===== src/rtl/alu_seq_ctrl.sv =====
// alu_seq_ctrl: request/response sequencer for an external combinational 16-bit ALU.
// A request is accepted in idle. Single-cycle opcodes go through the ALU in one exec
// cycle. MUL (8'h0E) runs 16 shift-and-add iterations through the ALU's ADD path.
// Illegal opcodes respond immediately with rsp_err set.
// Ports:
//   clk, reset               clock, asynchronous active-high reset
//   req_valid/req_ready      request handshake; req_op, req_a, req_b carry the request
//   rsp_valid/rsp_ready      response handshake; rsp_data, rsp_err carry the response
//   flags                    status register: bit0 C, bit2 L, bit5 F, bit6 Z, bit7 N
//   alu_op/alu_r1/alu_r2     ALU operands; alu_rout is the combinational ALU result
module alu_seq_ctrl #(
  parameter bit MUL_EN = 1'b1
) (
  input  logic        clk,
  input  logic        reset,
  input  logic        req_valid,
  output logic        req_ready,
  input  logic [7:0]  req_op,
  input  logic [15:0] req_a,
  input  logic [15:0] req_b,
  output logic        rsp_valid,
  input  logic        rsp_ready,
  output logic [15:0] rsp_data,
  output logic        rsp_err,
  output logic [7:0]  flags,
  output logic [15:0] alu_r1,
  output logic [15:0] alu_r2,
  output logic [7:0]  alu_op,
  input  logic [15:0] alu_rout
);

  localparam logic [7:0] OpAnd  = 8'h01;
  localparam logic [7:0] OpOr   = 8'h02;
  localparam logic [7:0] OpXor  = 8'h03;
  localparam logic [7:0] OpNot  = 8'h04;
  localparam logic [7:0] OpAdd  = 8'h05;
  localparam logic [7:0] OpAddu = 8'h06;
  localparam logic [7:0] OpAddc = 8'h07;
  localparam logic [7:0] OpRsh  = 8'h08;
  localparam logic [7:0] OpSub  = 8'h09;
  localparam logic [7:0] OpCmp  = 8'h0B;
  localparam logic [7:0] OpAlsh = 8'h0C;
  localparam logic [7:0] OpMul  = 8'h0E;
  localparam logic [7:0] OpArsh = 8'h0F;
  localparam logic [7:0] OpLsh  = 8'h84;

  localparam int unsigned FlagC = 0;
  localparam int unsigned FlagL = 2;
  localparam int unsigned FlagF = 5;
  localparam int unsigned FlagZ = 6;
  localparam int unsigned FlagN = 7;

  typedef enum logic [1:0] {StIdle, StExec, StMul, StDone} state_e;

  state_e      state_q, state_d;
  logic [7:0]  op_q, op_d;
  logic [15:0] a_q, a_d;
  logic [15:0] b_q, b_d;
  logic [15:0] acc_q, acc_d;
  logic [3:0]  cnt_q, cnt_d;
  logic [15:0] rsp_data_q, rsp_data_d;
  logic        rsp_err_q, rsp_err_d;
  logic [7:0]  flags_q, flags_d;

  logic        single_op;
  logic        cin;
  logic [16:0] add_sum;
  logic [16:0] sub_sum;
  logic        add_ovf;
  logic        sub_ovf;
  logic [15:0] result;

  assign single_op = req_op inside {OpAnd, OpOr, OpXor, OpNot, OpAdd, OpAddu, OpAddc, OpRsh,
                                    OpSub, OpCmp, OpAlsh, OpArsh, OpLsh};

  // Flag arithmetic is done locally on the latched operands, not derived from the ALU.
  always_comb begin
    cin     = (op_q == OpAddc) ? flags_q[FlagC] : 1'b0;
    add_sum = {1'b0, a_q} + {1'b0, b_q} + {16'h0000, cin};
    sub_sum = {1'b0, a_q} + {1'b0, ~b_q} + 17'd1;
    add_ovf = (a_q[15] == b_q[15]) && (add_sum[15] != a_q[15]);
    sub_ovf = (a_q[15] != b_q[15]) && (sub_sum[15] != a_q[15]);
    result  = (op_q == OpCmp) ? sub_sum[15:0] : alu_rout;
  end

  always_comb begin
    state_d    = state_q;
    op_d       = op_q;
    a_d        = a_q;
    b_d        = b_q;
    acc_d      = acc_q;
    cnt_d      = cnt_q;
    rsp_data_d = rsp_data_q;
    rsp_err_d  = rsp_err_q;
    flags_d    = flags_q;
    req_ready  = 1'b0;
    rsp_valid  = 1'b0;
    alu_op     = 8'h00;
    alu_r1     = 16'h0000;
    alu_r2     = 16'h0000;

    unique case (state_q)
      StIdle: begin
        req_ready = 1'b1;
        if (req_valid) begin
          op_d       = req_op;
          a_d        = req_a;
          b_d        = req_b;
          acc_d      = 16'h0000;
          cnt_d      = 4'd0;
          rsp_data_d = 16'h0000;
          rsp_err_d  = 1'b0;
          if (single_op) begin
            state_d = StExec;
          end else if (MUL_EN && (req_op == OpMul)) begin
            state_d = StMul;
          end else begin
            rsp_err_d = 1'b1;
            state_d   = StDone;
          end
        end
      end

      StExec: begin
        // ADDC is issued as ADD with the carry folded into r2.
        alu_op = (op_q == OpAddc) ? OpAdd : op_q;
        alu_r1 = a_q;
        alu_r2 = (op_q == OpAddc) ? (b_q + {15'h0000, cin}) : b_q;
        rsp_data_d     = result;
        flags_d[FlagZ] = (result == 16'h0000);
        flags_d[FlagN] = result[15];
        case (op_q)
          OpAdd, OpAddc: begin
            flags_d[FlagC] = add_sum[16];
            flags_d[FlagF] = add_ovf;
          end
          OpSub: begin
            flags_d[FlagC] = sub_sum[16];
            flags_d[FlagF] = sub_ovf;
          end
          OpCmp: begin
            flags_d[FlagC] = sub_sum[16];
            flags_d[FlagF] = sub_ovf;
            flags_d[FlagL] = (a_q < b_q);
          end
          default: ;
        endcase
        state_d = StDone;
      end

      StMul: begin
        // Shift-and-add: one partial product per cycle through the ALU adder.
        alu_op = OpAdd;
        alu_r1 = acc_q;
        alu_r2 = b_q[cnt_q] ? (a_q << cnt_q) : 16'h0000;
        acc_d  = alu_rout;
        cnt_d  = cnt_q + 4'd1;
        if (cnt_q == 4'd15) begin
          rsp_data_d     = alu_rout;
          flags_d[FlagZ] = (alu_rout == 16'h0000);
          flags_d[FlagN] = alu_rout[15];
          state_d        = StDone;
        end
      end

      StDone: begin
        rsp_valid = 1'b1;
        if (rsp_ready) begin
          state_d = StIdle;
        end
      end

      default: state_d = StIdle;
    endcase
  end

  always_ff @(posedge clk or posedge reset) begin
    if (reset) begin
      state_q    <= StIdle;
      op_q       <= 8'h00;
      a_q        <= 16'h0000;
      b_q        <= 16'h0000;
      acc_q      <= 16'h0000;
      cnt_q      <= 4'd0;
      rsp_data_q <= 16'h0000;
      rsp_err_q  <= 1'b0;
      flags_q    <= 8'h00;
    end else begin
      state_q    <= state_d;
      op_q       <= op_d;
      a_q        <= a_d;
      b_q        <= b_d;
      acc_q      <= acc_d;
      cnt_q      <= cnt_d;
      rsp_data_q <= rsp_data_d;
      rsp_err_q  <= rsp_err_d;
      flags_q    <= flags_d;
    end
  end

  assign rsp_data = rsp_data_q;
  assign rsp_err  = rsp_err_q;
  assign flags    = flags_q;

endmodule


===== config.mk =====
export PLATFORM = sky130hd
export DESIGN_NAME = alu_seq_ctrl
export DESIGN_NICKNAME = d
export VERILOG_FILES = /design/src/rtl/alu_seq_ctrl.sv
export SDC_FILE = /design/constraint.sdc
export NUM_CORES = 1
export LEC_CHECK = 0
export BUFFER_PORTS_ARGS = -buffer_cell sky130_fd_sc_hd__buf_2
export CAP_MARGIN = 20
export CORE_UTILIZATION = 61
export CTS_CLUSTER_DIAMETER = 40
export CTS_CLUSTER_SIZE = 16
export DETAILED_ROUTE_END_ITERATION = 10
export PLACE_DENSITY = 0.86
export SYNTH_ARGS = -nofsm -noshare
export SYNTH_HDL_FRONTEND = slang
export SYNTH_SLANG_ARGS = --single-unit

===== constraint.sdc =====
create_clock -name clk -period 7.3 [get_ports clk]
set_input_delay 1.095 -clock clk [delete_from_list [all_inputs] [get_ports clk]]
set_output_delay 1.095 -clock clk [all_outputs]
set_load 0.01 [all_outputs]

**Word-level counts from Yosys, hierarchy flattened**

Cells that the tools add are included.

- Memory bits (read-only): 0
- Bits in registers: 84
- Latch bits: 0
- Logic and storage cells: 99
- Memories: 0
- Output and inout bits: 67
- RAM bits: 0

- $add $sub $neg: 6
- Reduce and logical (&&, ||, !) cells: 19
- Equal/unequal tests: 29
- Shift operators: 1
- Magnitude comparators: 2
- Div/mod/pow operators: 0
- Multiply operators: 0
- Bitwise operators: 1
- Mux-type cells: 30

Operator list:

| kind | number |
|---|---|
| 16-bit case mux with 2 select lines | 3 |
| 16-bit 2-to-1 mux | 5 |
| 8-bit by 4-bit == test with 1-bit output (second input constant) | 8 |
| 8-bit by 3-bit == test with 1-bit output (second input constant) | 6 |
| 16-bit case mux with 3 select lines | 1 |
| 16-bit by 16-bit adder with 17-bit output | 2 |
| 16-bit zero test | 2 |
| 17-bit by 1-bit adder with 17-bit output | 1 |
| 17-bit by 1-bit adder with 17-bit output (second input constant) | 1 |
| 16-bit by 1-bit adder with 16-bit output | 1 |
| 8-bit by 2-bit == test with 1-bit output (second input constant) | 2 |
| 16-bit < comparator | 1 |
| 16-bit inverter | 1 |
| 8-bit case mux with 2 select lines | 1 |
| 16-bit by 4-bit left shift with 16-bit output | 1 |
| 13-bit nonzero test | 1 |
| 2-bit 2-to-1 mux | 5 |
| 2-bit AND reduction | 5 |
| 8-bit by 1-bit == test with 1-bit output (second input constant) | 1 |
| 8-bit == test (second input constant) | 1 |
| 8-bit 2-to-1 mux | 1 |
| 2-bit case mux with 4 select lines | 1 |
| 4-bit case mux with 2 select lines | 1 |
| 1-bit 2-to-1 mux | 7 |
| other kinds (18) | 29 |

**Longest topological paths before layout**

- Word-level depth: 6
- Gate-level depth with buffers: 11
- Mapped depth without buffers: 11

**Worst setup path before layout**

OpenSTA, ideal clock, no wires.

- Path kind: register to output
- Start point: register op_q[5]
- End point: output alu_r2[15]
- Cell stages (with the launch flop): 12
- Arrival time: 2.586 ns
- Slack: 3.619 ns
- Path through: dfrtp_1 > or4b_4 > nor4_4 > and2_2 > ha_1 > and4_1 > buf_4 > and3_4 > nand3_2 > xnor2_1 > a21oi_1 > nor2b_1

- Cells in the longest elaborated chain, start to end: 5

Ends and longest elaborated chain:

| what | RTL line | RTL |
|---|---|---|
| start: declaration | 56 | `logic [7:0] op_q, op_d;` |
| start signal: assignment | 190 | `op_q <= op_d;` |
| 8-bit by 3-bit == test with 1-bit output * | 78, 128 |  |
| 1-bit 2-to-1 mux | 78 | `cin = (op_q == OpAddc) ? flags_q[FlagC] : 1'b0;` |
| 16-bit by 1-bit adder with 16-bit output | 128 | `alu_r2 = (op_q == OpAddc) ? (b_q + {15'h0000, cin}) : b_q;` |
| 16-bit 2-to-1 mux * | 128 |  |
| 16-bit case mux with 2 select lines * | 102 | `unique case (state_q)` |
| end: declaration | 27 | `output logic [15:0] alu_r2,` |

Mark *: on every way between the ends. The rest lies on a longest branch, timed or not.

**Final worst setup path**

Same ends and word-level chain as after synthesis.

==> reports/results.ini <==
[outcome]
outcome=finished, final reports clean

[floorplan]
io-pin-count=127
dieArea_sq_mm=0.01125
core_area_sq_mm=0.01042
initial_core_util_pct=63.44
rows=37
die_y_um=106.1
die_w_um=106.1

[drt]
drt_pass1_iterations=5
drt_wl_total_um=19680
via_per_inst=6.493
final_antenna_net_count=0
wl_per_cell_um=20.14
drc=0
drtIter0Drc=532
vias=6344

[logic_synthesis]
yosysSeqAreaShare_pct=31.81
synthesis.area_sq_mm=0.006608
yosysWarningCount=0
synth_seq_cells=84
ys.flop_type=dfrtp_1
async_flop_share_pct=100.0
synth_enable_flop_cells=0
synth_cell_type_count=70
syn_avg_cell_area_sq_um=8.893
synthCells=743

[place]
place_inst=960
post-place-ws_ps=3185
place_hpwl_um=14630
routabilityCongestion=0.8911
io_buffers=123

[layout]
area_delta_synth_final_pct=12.67
fin_util_pct=71.47
final_cells=977
nets=937
diodes=0
drive_gt1_share_pct=24.97
final_common_cell=buf_2
final_cell_mix=buf_2, dfrtp_1, nand2_1

[sta]
finalSetupViolCount=0
slew_headroom_pct=31.76
max_freq_mhz=220.6
rsz0062_at_grt=false
final_hold_viol_count=0
slew_violations=0
finalCriticalPeriod_ps=4533
fin_tns_setup_ps=0
worst_pin_slew_ps=1024
setup_ws_ps=2767
fin_skew_ps=12.00
period_share_pct=62.09

[min_path]
hp-start=rsp_err
hp-class=reg2reg
hold_depth=2
hold_path_end=rsp_err

[critical_path]
crit_chain=or4b_4 -> nor4_4 -> and2_2 -> ha_1 -> and4_1 -> and3_4 -> nand3_2 -> xnor2_1 -> a21oi_1 -> nor2b_1 -> buf_2
criticalPathCategory=reg2out
start_kind=flip-flop
worst_r2r_path_depth=10
regToRegSetupSlack_ps=4160
r2r-end=rsp_data[15]
rr_startpoint=b_q[1]
crit_family=simple AND/OR/NAND/NOR gates
slowest_stage=or4b_4
crit_cells=11
cp_data_required_time_ps=6200
cp_num_buf_inv=1
slowest_delay_ps=570
cp.arrival_ps=3440
crit_path_end_kind=primary output
worstPathMaxFanout=6

[clocking]
cts_hold_buf=0
numCtsBuffers=9
root_buffer=clkbuf_8
cts_tree=built
cts.sinks=84
post_cts_resized=0
clkTransAtPathRegs_ps=90
post-cts-setup-buffers=0
htreeDepth=3
clkLatencyLatePin_ps=370
cts_max_path_buffers=2

[global_routing]
grt_pass1_wl_um=31480
grt_max_degree=85
antenna_found_initial=0
grt_pass1_vias=6122
grt_usage_pct=35.89
grt-ovfl-total=0

[pwr]
powerDensity_mw_per_mm2=530.3
p_leak_nw=3.557
ir_worst_vdd_v=0.0002670

[flow_run]
drv_cap=0

registers in the layout, indices dropped and copies added (netlist names), 2 cells and up:
signal	cells
a_q	16
rsp_data	16
cnt_q	4
acc_q	16
state_q	2
b_q	16
op_q	8
flags	5
metrics by stage:
| stage | power, mW | cell area, sq um | hold WS [ps] |
|---|---|---|---|
| after global routing | 4.234 | 7445 | 500.4 |
| after detailed placement | 3.541 | 7233 | 469.4 |
| after global placement | 3.470 | 7233 | 455.8 |
| after floorplan | 2.810 | 6615 | 473.0 |
| after CTS | 3.883 | 7417 | 488.4 |
| final | 3.948 | 7445 | 484.6 |
per-layer routing:
metal / track usage [%] / vias to the layer above / routed length, um
met3: 6.193 / 50 / 1632
met1: 49.96 / 3033 / 8650
met2: 55.23 / 358 / 8723
li1: - / 2903 / -
met4: 14.98 / 0 / 668
met5: 0 / - / 0
cell families (layout without fill, tap and decap cells):
logic type / count (synthesis) / in the layout / share of synthesized area (%)
xor+xnor: 23 / 23 / 3.049
compound gates: 224 / 224 / 23.05
fa+ha+maj: 41 / 41 / 7.877
mux: 72 / 72 / 12.74
other cells: 1 / 3 / 0.05675
simple gates: 214 / 214 / 16.30
buf+inv: 84 / 180 / 5.113
flops: 84 / 84 / 31.81
tightest hold or removal path: stages, from the launching register on:
cell and delay [ps]:
dfrtp_1 350, nand2_1 50, o31ai_1 60
Yosys cell counts (10+ instances only):
master | instances | area [sq um]
o21ai_0 | 49 | 245.2
dfrtp_1 | 84 | 2102
o21a_1 | 13 | 97.59
a22o_1 | 33 | 289.0
nor2b_1 | 17 | 106.4
a21oi_1 | 43 | 215.2
a22oi_1 | 13 | 97.59
ha_1 | 40 | 500.5
nand3_1 | 10 | 50.05
and3_1 | 12 | 75.07
clkbuf_1 | 35 | 131.4
nand2_1 | 78 | 292.8
nor2_1 | 37 | 138.9
inv_1 | 35 | 131.4
mux2i_1 | 20 | 200.2
mux2_2 | 47 | 529.3
xnor2_1 | 19 | 166.4
nor3_1 | 14 | 70.07
and2_1 | 10 | 62.56
worst max path at each step:
stage          slack, ps    start         end
2_1_floorplan       3620  op_q[5]  alu_r2[15]
3_3_place_gp        3310  op_q[5]  alu_r2[15]
3_5_place_dp        3180  op_q[5]  alu_r2[15]
4_1_cts             2780  op_q[5]  alu_r2[15]
5_1_grt             2650  op_q[4]   alu_r2[6]
6_report            2770  op_q[5]  alu_r2[15]
layout make-up:
| class | count | area [sq um] |
|---|---|---|
| timing repair buffer | 128 | 673.1 |
| inverter | 36 | 136.4 |
| fill | 854 | 2972 |
| sequential | 84 | 2102 |
| clock inverter | 5 | 52.55 |
| multi-input combinational | 577 | 4179 |
| tap | 136 | 170.2 |
| clock buffer | 11 | 131.4 |
report_power, final:
part / switching, mW / internal [mW]
logic: 1.50 / 1.08
registers: 0.364 / 0.663
clock network: 0.177 / 0.157
Note: power is estimated with default switching activity, not from simulation.
